## src/rtl/int_pkg.sv

```systemverilog
// Shared types and constants for the interrupt controller.
package int_pkg;

    localparam int unsigned NUM_SRC     = 3;
    localparam int unsigned IE_GLOBAL   = 0;
    localparam int unsigned IE_SRC_LSB  = 1;
    localparam int unsigned STACK_DEPTH = 3;

    typedef enum logic {IDLE, PRESENT} state_t;

    typedef struct packed {
        logic [1:0]  level;
        logic [31:0] epc;
    } stk_entry_t;

    // Highest-numbered requesting source wins; 0 means no request.
    function automatic logic [1:0] pick_src(input logic [NUM_SRC-1:0] req);
        pick_src = 2'd0;
        for (int k = 1; k <= NUM_SRC; k++) begin
            if (req[k-1]) pick_src = 2'(k);
        end
    endfunction

endpackage

```

## src/rtl/int_ctrl_if.sv

```systemverilog
// Pipeline-side bundle of the interrupt controller; master drives requests, slave is the controller.
interface int_ctrl_if #(
    parameter int unsigned W = 32
);
    import int_pkg::*;

    logic [NUM_SRC-1:0] irq_in;
    logic               lock;
    logic [W-1:0]       PC_plus;
    logic               eret;
    logic               ie_we;
    logic [W-1:0]       ie_din;
    logic               int_trigger;
    logic [1:0]         which_int;
    logic [W-1:0]       EPC;
    logic [W-1:0]       IE;
    logic [1:0]         int_level;
    logic [W-1:0]       epc_ret;

    modport master (
        output irq_in, lock, PC_plus, eret, ie_we, ie_din,
        input  int_trigger, which_int, EPC, IE, int_level, epc_ret
    );

    modport slave (
        input  irq_in, lock, PC_plus, eret, ie_we, ie_din,
        output int_trigger, which_int, EPC, IE, int_level, epc_ret
    );

endinterface

```

## src/rtl/int_stack.sv

```systemverilog
// Three-entry LIFO of service levels and return PCs; pop is applied before push.
module int_stack
    import int_pkg::*;
(
    input  logic       clk,
    input  logic       rst,
    input  logic       i_push,
    input  logic       i_pop,
    input  stk_entry_t i_din,
    output stk_entry_t o_top,
    output logic       o_empty
);

    stk_entry_t r_mem [STACK_DEPTH];
    logic [1:0] r_cnt;
    logic       w_pop_en;
    logic [1:0] w_cnt_pop;

    always_comb begin
        w_pop_en  = i_pop && (r_cnt != 2'd0);
        w_cnt_pop = r_cnt - {1'b0, w_pop_en};
    end

    always_ff @(posedge clk or posedge rst) begin
        if (rst) begin
            r_cnt <= 2'd0;
            for (int i = 0; i < STACK_DEPTH; i++) r_mem[i] <= '0;
        end else if (i_push && (w_cnt_pop < 2'(STACK_DEPTH))) begin
            r_mem[w_cnt_pop] <= i_din;
            r_cnt            <= w_cnt_pop + 2'd1;
        end else begin
            r_cnt <= w_cnt_pop;
        end
    end

    always_comb begin
        o_empty = (r_cnt == 2'd0);
        o_top   = o_empty ? '0 : r_mem[r_cnt - 2'd1];
    end

endmodule

```

## src/rtl/int_ctrl.sv

```systemverilog
// Edge-latched, IE-masked, strictly prioritised interrupt issue with a lock-aware handshake
// and a nested service stack unwound by eret.
module int_ctrl
    import int_pkg::*;
#(
    parameter int unsigned W = 32
) (
    input logic       clk,
    input logic       rst,
    int_ctrl_if.slave bus
);

    state_t             r_state, w_state_d;
    logic [NUM_SRC-1:0] r_irq_q, r_pending, w_rise, w_elig, w_clr;
    logic               r_trig, w_trig_d;
    logic [1:0]         r_which, w_which_d, w_cand;
    logic [W-1:0]       r_epc, w_epc_d, r_ie;
    logic               w_push, w_pop, w_empty;
    stk_entry_t         w_top, w_din;

    always_comb begin
        w_rise = bus.irq_in & ~r_irq_q;
        for (int k = 1; k <= NUM_SRC; k++) begin
            w_elig[k-1] = r_pending[k-1] & r_ie[IE_SRC_LSB+k-1] & r_ie[IE_GLOBAL]
                          & (2'(k) > w_top.level);
        end
        w_cand = pick_src(w_elig);
    end

    always_comb begin
        w_state_d = r_state;
        w_trig_d  = r_trig;
        w_which_d = r_which;
        w_epc_d   = r_epc;
        w_clr     = '0;
        w_push    = 1'b0;
        w_pop     = bus.eret;
        unique case (r_state)
            IDLE: begin
                if ((w_cand != 2'd0) && !bus.eret) begin
                    w_state_d = PRESENT;
                    w_trig_d  = 1'b1;
                    w_which_d = w_cand;
                    w_epc_d   = bus.PC_plus;
                    w_clr     = NUM_SRC'(1) << (w_cand - 2'd1);
                end
            end
            PRESENT: begin
                // Held until the pipeline register is free to capture it.
                if (!bus.lock) begin
                    w_push    = 1'b1;
                    w_state_d = IDLE;
                    w_trig_d  = 1'b0;
                    w_which_d = 2'd0;
                end
            end
            default: w_state_d = IDLE;
        endcase
    end

    always_ff @(posedge clk or posedge rst) begin
        if (rst) begin
            r_state   <= IDLE;
            r_irq_q   <= '0;
            r_pending <= '0;
            r_trig    <= 1'b0;
            r_which   <= 2'd0;
            r_epc     <= '0;
            r_ie      <= '0;
        end else begin
            r_state   <= w_state_d;
            r_irq_q   <= bus.irq_in;
            r_pending <= (r_pending & ~w_clr) | w_rise;
            r_trig    <= w_trig_d;
            r_which   <= w_which_d;
            r_epc     <= w_epc_d;
            if (bus.ie_we) r_ie <= bus.ie_din;
        end
    end

    assign w_din = '{level: r_which, epc: r_epc};

    int_stack u_stack (
        .clk     (clk),
        .rst     (rst),
        .i_push  (w_push),
        .i_pop   (w_pop),
        .i_din   (w_din),
        .o_top   (w_top),
        .o_empty (w_empty)
    );

    always_comb begin
        bus.int_trigger = r_trig;
        bus.which_int   = r_which;
        bus.EPC         = r_epc;
        bus.IE          = r_ie;
        bus.int_level   = w_empty ? 2'd0 : w_top.level;
        bus.epc_ret     = w_top.epc;
    end

endmodule

```

## src/flat_wrapper.sv

```systemverilog
// flat-port wrapper written by rule: the top's interface ports become plain ports
module int_ctrl_flat import int_pkg::*;
#(
    parameter int unsigned W = 32
)
  (clk, rst, bus_irq_in, bus_lock, bus_PC_plus, bus_eret, bus_ie_we, bus_ie_din, bus_int_trigger, bus_which_int, bus_EPC, bus_IE, bus_int_level, bus_epc_ret);
  int_ctrl_if #(.W(W)) bus_i ();
  input logic clk;
  input logic rst;
  input wire logic [$bits(bus_i.irq_in)-1:0] bus_irq_in;
  input wire logic [$bits(bus_i.lock)-1:0] bus_lock;
  input wire logic [$bits(bus_i.PC_plus)-1:0] bus_PC_plus;
  input wire logic [$bits(bus_i.eret)-1:0] bus_eret;
  input wire logic [$bits(bus_i.ie_we)-1:0] bus_ie_we;
  input wire logic [$bits(bus_i.ie_din)-1:0] bus_ie_din;
  output wire logic [$bits(bus_i.int_trigger)-1:0] bus_int_trigger;
  output wire logic [$bits(bus_i.which_int)-1:0] bus_which_int;
  output wire logic [$bits(bus_i.EPC)-1:0] bus_EPC;
  output wire logic [$bits(bus_i.IE)-1:0] bus_IE;
  output wire logic [$bits(bus_i.int_level)-1:0] bus_int_level;
  output wire logic [$bits(bus_i.epc_ret)-1:0] bus_epc_ret;
  assign bus_i.irq_in = bus_irq_in;
  assign bus_i.lock = bus_lock;
  assign bus_i.PC_plus = bus_PC_plus;
  assign bus_i.eret = bus_eret;
  assign bus_i.ie_we = bus_ie_we;
  assign bus_i.ie_din = bus_ie_din;
  assign bus_int_trigger = bus_i.int_trigger;
  assign bus_which_int = bus_i.which_int;
  assign bus_EPC = bus_i.EPC;
  assign bus_IE = bus_i.IE;
  assign bus_int_level = bus_i.int_level;
  assign bus_epc_ret = bus_i.epc_ret;
  int_ctrl #(.W(W)) u_core (.clk(clk), .rst(rst), .bus(bus_i));
endmodule
```

## config.mk

```make
export PLATFORM = sky130hd
export DESIGN_NAME = int_ctrl_flat
export DESIGN_NICKNAME = d
export VERILOG_FILES = /design/src/rtl/int_pkg.sv /design/src/rtl/int_ctrl_if.sv /design/src/rtl/int_stack.sv /design/src/rtl/int_ctrl.sv /design/src/flat_wrapper.sv
export SDC_FILE = /design/constraint.sdc
export NUM_CORES = 1
export LEC_CHECK = 0
export BUFFER_PORTS_ARGS = -buffer_cell sky130_fd_sc_hd__buf_2
export CORE_ASPECT_RATIO = 1.5
export CORE_MARGIN = 2
export CORE_UTILIZATION = 54
export DETAILED_ROUTE_END_ITERATION = 10
export GPL_TIMING_DRIVEN = 0
export HOLD_SLACK_MARGIN = 0.05
export PLACE_DENSITY = 0.8
export SETUP_SLACK_MARGIN = 0.3
export SLEW_MARGIN = 20
export SYNTH_ARGS = -nofsm -noshare
export SYNTH_HDL_FRONTEND = slang
export SYNTH_SLANG_ARGS = --single-unit
export TNS_END_PERCENT = 20
```

## constraint.sdc

```tcl
create_clock -name clk -period 8.4 [get_ports clk]
set_input_delay 1.68 -clock clk [delete_from_list [all_inputs] [get_ports clk]]
set_output_delay 1.68 -clock clk [all_outputs]
set_load 0.03 [all_outputs]
```

==> results.md <==
* CTS tree: done
* Hold Fails Final Rpt at 0
* CP max FO at 11
* PwrDens at 447 nW/um2
* Vias per std cell at 5.35
* Synthesized area at 7750 um2
* ANT cells at 0
* Crit Path Category: register to output pin
* Worst-case clock buffer depth at 2
* RSZ-0062 raised after global routing: no
* Slew headroom at 45.0%
* PortBufs at 171
* Crit path DAT at 3430 ps
* Post-synthesis sequential area ratio at 57.5%
* Die ar. at 15,300 um2
* Post-detailed-route wirelength per cell at 18.1 um
* Synthesized flop and latch total at 178
* Vias in the first global route at 5,682
* Clock Sinks at 178
* Setup crit start kind: register
* Placed Instances at 933
* ANT nets after route at 0
* Post-route clock period utilization at 60.8%
* Nets at 838
* Final setup TNS at 0 ps
* Minimum clock period at 5110 ps
* Run status: finished, final reports clean
* Asr flop ratio synth at 100%
* Setup violations, final at 0
* Detailed Route Iter0 Violations at 173
* Detail Placement HPWL at 12.2 mm
* # Post-CTS Setup Buffers at 0
* Num ports at 173
* Core Box Area at 14,000 um2
* Rows at 53
* Syn Area/Cell at 13.6 um2
* Seq. cell area at 4450 um2
* Cells after synthesis at 569
* Maximum number of pins on one net before global-route repair at 100
* Worst min path class: register to register
* Via count at 5,167
* Hold_buf cts at 0
* Syn Nets at 647
* Footprint of the multi-input gates at 3090 um2
* Synth warnings at 0
* EDFF count, synth at 0
* WP data required at 6720 ps
* Placed Area at 8880 um2
* CP Capture Type: output pin
* Final-report max-slew violation count at 0
* Global placement routability congestion at 0.770
* Clk_lat worst skew at 430 ps
* Max cap viols at 0
* Max IR drop VDD at 0.201 mV
* LEAKAGE at 0.00466 uW
* Final Cell Area at 9490 um2
* Post-synth cell types at 34
* Die X at 102 um
* H-tree levels at 4
* Root Buffer: clkbuf_16
* First-pass GRT wire length at 27.8 mm
* Top_reg_cell synth: dfrtp_1
* WL final at 17.5 mm
* Layout area overhead at 22.4%
* Drt first pass iters at 4
* Post-CTS sizing at 0
* Initial antenna violation count at 0
* Initial Util at 55.4%
* Die Y-Extent at 151 um
* GRT Overall Usage at 23.8%
* Fmax at 196 MHz
* Fin Clk Skew at 9.47 ps
* Drc violations at 0
* Layout Cells excl Fill at 965
* Clock transition at path regs at 70 ps
* Share of cells above drive strength 1 at 49.5%
* CTS buffer count at 17
* Number of fill cells in the layout at 1,041
* Worst slew pin tran at 825 ps
* Remaining global-route overflow at 0
state kept, by name (all words and copies together) (netlist names):
signal                  count
u_core.bus.IE              32
u_core.r_pending            3
u_core.r_irq_q              3
u_core.bus.EPC             32
u_core.u_stack.r_cnt        2
u_core.bus.which_int        2
u_core.bus.int_trigger      1
u_core.r_state              1
u_core.u_stack.r_mem      102
cell usage after synthesis, types with 2 or more instances:
master / number / area (um2)
dfrtp_1: 178 / 4450
mux2_2: 138 / 1550
nor2_1: 68 / 255
a21oi_1: 35 / 175
mux2i_1: 34 / 340
mux2_4: 21 / 315
clkbuf_1: 15 / 56.3
buf_2: 10 / 50.1
inv_1: 9 / 33.8
mux2_1: 8 / 90.1
ha_1: 6 / 75.1
and2_1: 5 / 31.3
buf_1: 5 / 18.8
nand2_1: 5 / 18.8
buf_6: 4 / 45.0
o21ai_0: 4 / 20.0
nor2b_1: 3 / 18.8
a21o_1: 2 / 15.0
nand3_1: 2 / 10.0
o2111ai_1: 2 / 17.5
xnor2_1: 2 / 17.5
metrics by stage:
step,setup WS [ps],utilization [%],total power [uW],hold WS [ps]
6_report,3290,67.8,4240,448
5_1_grt,3070,67.8,4480,472
4_1_cts,3250,67.8,4260,462
3_5_place_dp,3730,63.5,3440,429
3_3_place_gp,356,63.2,3350,408
2_1_floorplan,1890,-,2870,400
critical path, cell delays in order (launching register included):
cell      delay, ps
dfrtp_1         480
inv_1           210
clkbuf_1        490
ha_1            250
buf_6           160
clkbuf_1        640
mux2i_1         290
nor2_1           60
a21oi_1         170
nor2_1           50
buf_2           190
final timing paths:
path | start | endpoint | slack, ps | cells past startpoint
setup / recovery | u_core.u_stack.r_cnt[0] | bus_epc_ret[29] | 3290 | 10
hold / removal | u_core.r_irq_q[1] | u_core.r_pending[1] | 450 | 1
setup reg to reg | u_core.u_stack.r_cnt[0] | u_core.u_stack.r_mem[46] | 3820 | 14
hold reg to reg | u_core.r_irq_q[1] | u_core.r_pending[1] | 450 | 1
max in group asynchronous | rst | u_core.u_stack.r_mem[23] | 6240 | 3
min in group asynchronous | rst | u_core.bus.IE[30] | 1310 | 2
layout make-up:
cell class | instances | share of cell area [%]
clock inverter | 14 | 1.75
buffer | 34 | 1.79
tap | 192 | 2.53
sequential | 178 | 47.0
timing repair buffer | 172 | 9.31
clock buffer | 18 | 4.63
inverter | 9 | 0.435
multi-input combinational | 348 | 32.6
cell families (layout without fill, tap and decap cells):
group / count (synthesis) / after routing / synth area share (%)
flops: 178 / 178 / 57.5
fa+ha+maj: 6 / 6 / 0.969
buf+inv: 43 / 247 / 2.63
xor+xnor: 2 / 2 / 0.226
mux: 201 / 201 / 29.7
simple gates: 89 / 89 / 4.94
compound gates: 50 / 50 / 4.07
power breakdown:
part           switching, uW  internal [uW]  leakage (uW)
clock                    351            456      0.000288
sequential               254           1200       0.00216
combinational           1180            797       0.00220
total                   1790           2450       0.00466
routing by layer:
metal  part of all wire (%)  vias up  global-route usage (%)  wire [um]
met4                    1.7        0                    7.70        294
met1                     38     2610                    26.9       6720
met3                    5.5       29                    6.36        969
met2                     54      167                    43.0       9500
li1                       -     2361                       -          -
met5                      0        -                       0          0
cell usage in the layout (no fill, tap or decap), drive strengths merged:
cell / count
bufinv: 2
and4bb: 1
mux2i: 34
nand3b: 1
ha: 6
clkinv: 2
buf: 191
mux2: 167
and2: 5
o311ai: 1
a211o: 1
a22o: 1
o22ai: 1
nand2b: 1
o2111ai: 2
dfrtp: 178
a22oi: 2
inv: 16
clkbuf: 33
and3: 1
a21oi: 35
and4b: 1
o21ai: 4
xnor2: 2
nand3: 2
nor2b: 3
nand2: 5
a21o: 2
o21a: 1
nor2: 68
clkinvlp: 3
or2: 1
Note: power is estimated with default switching activity, not from simulation.
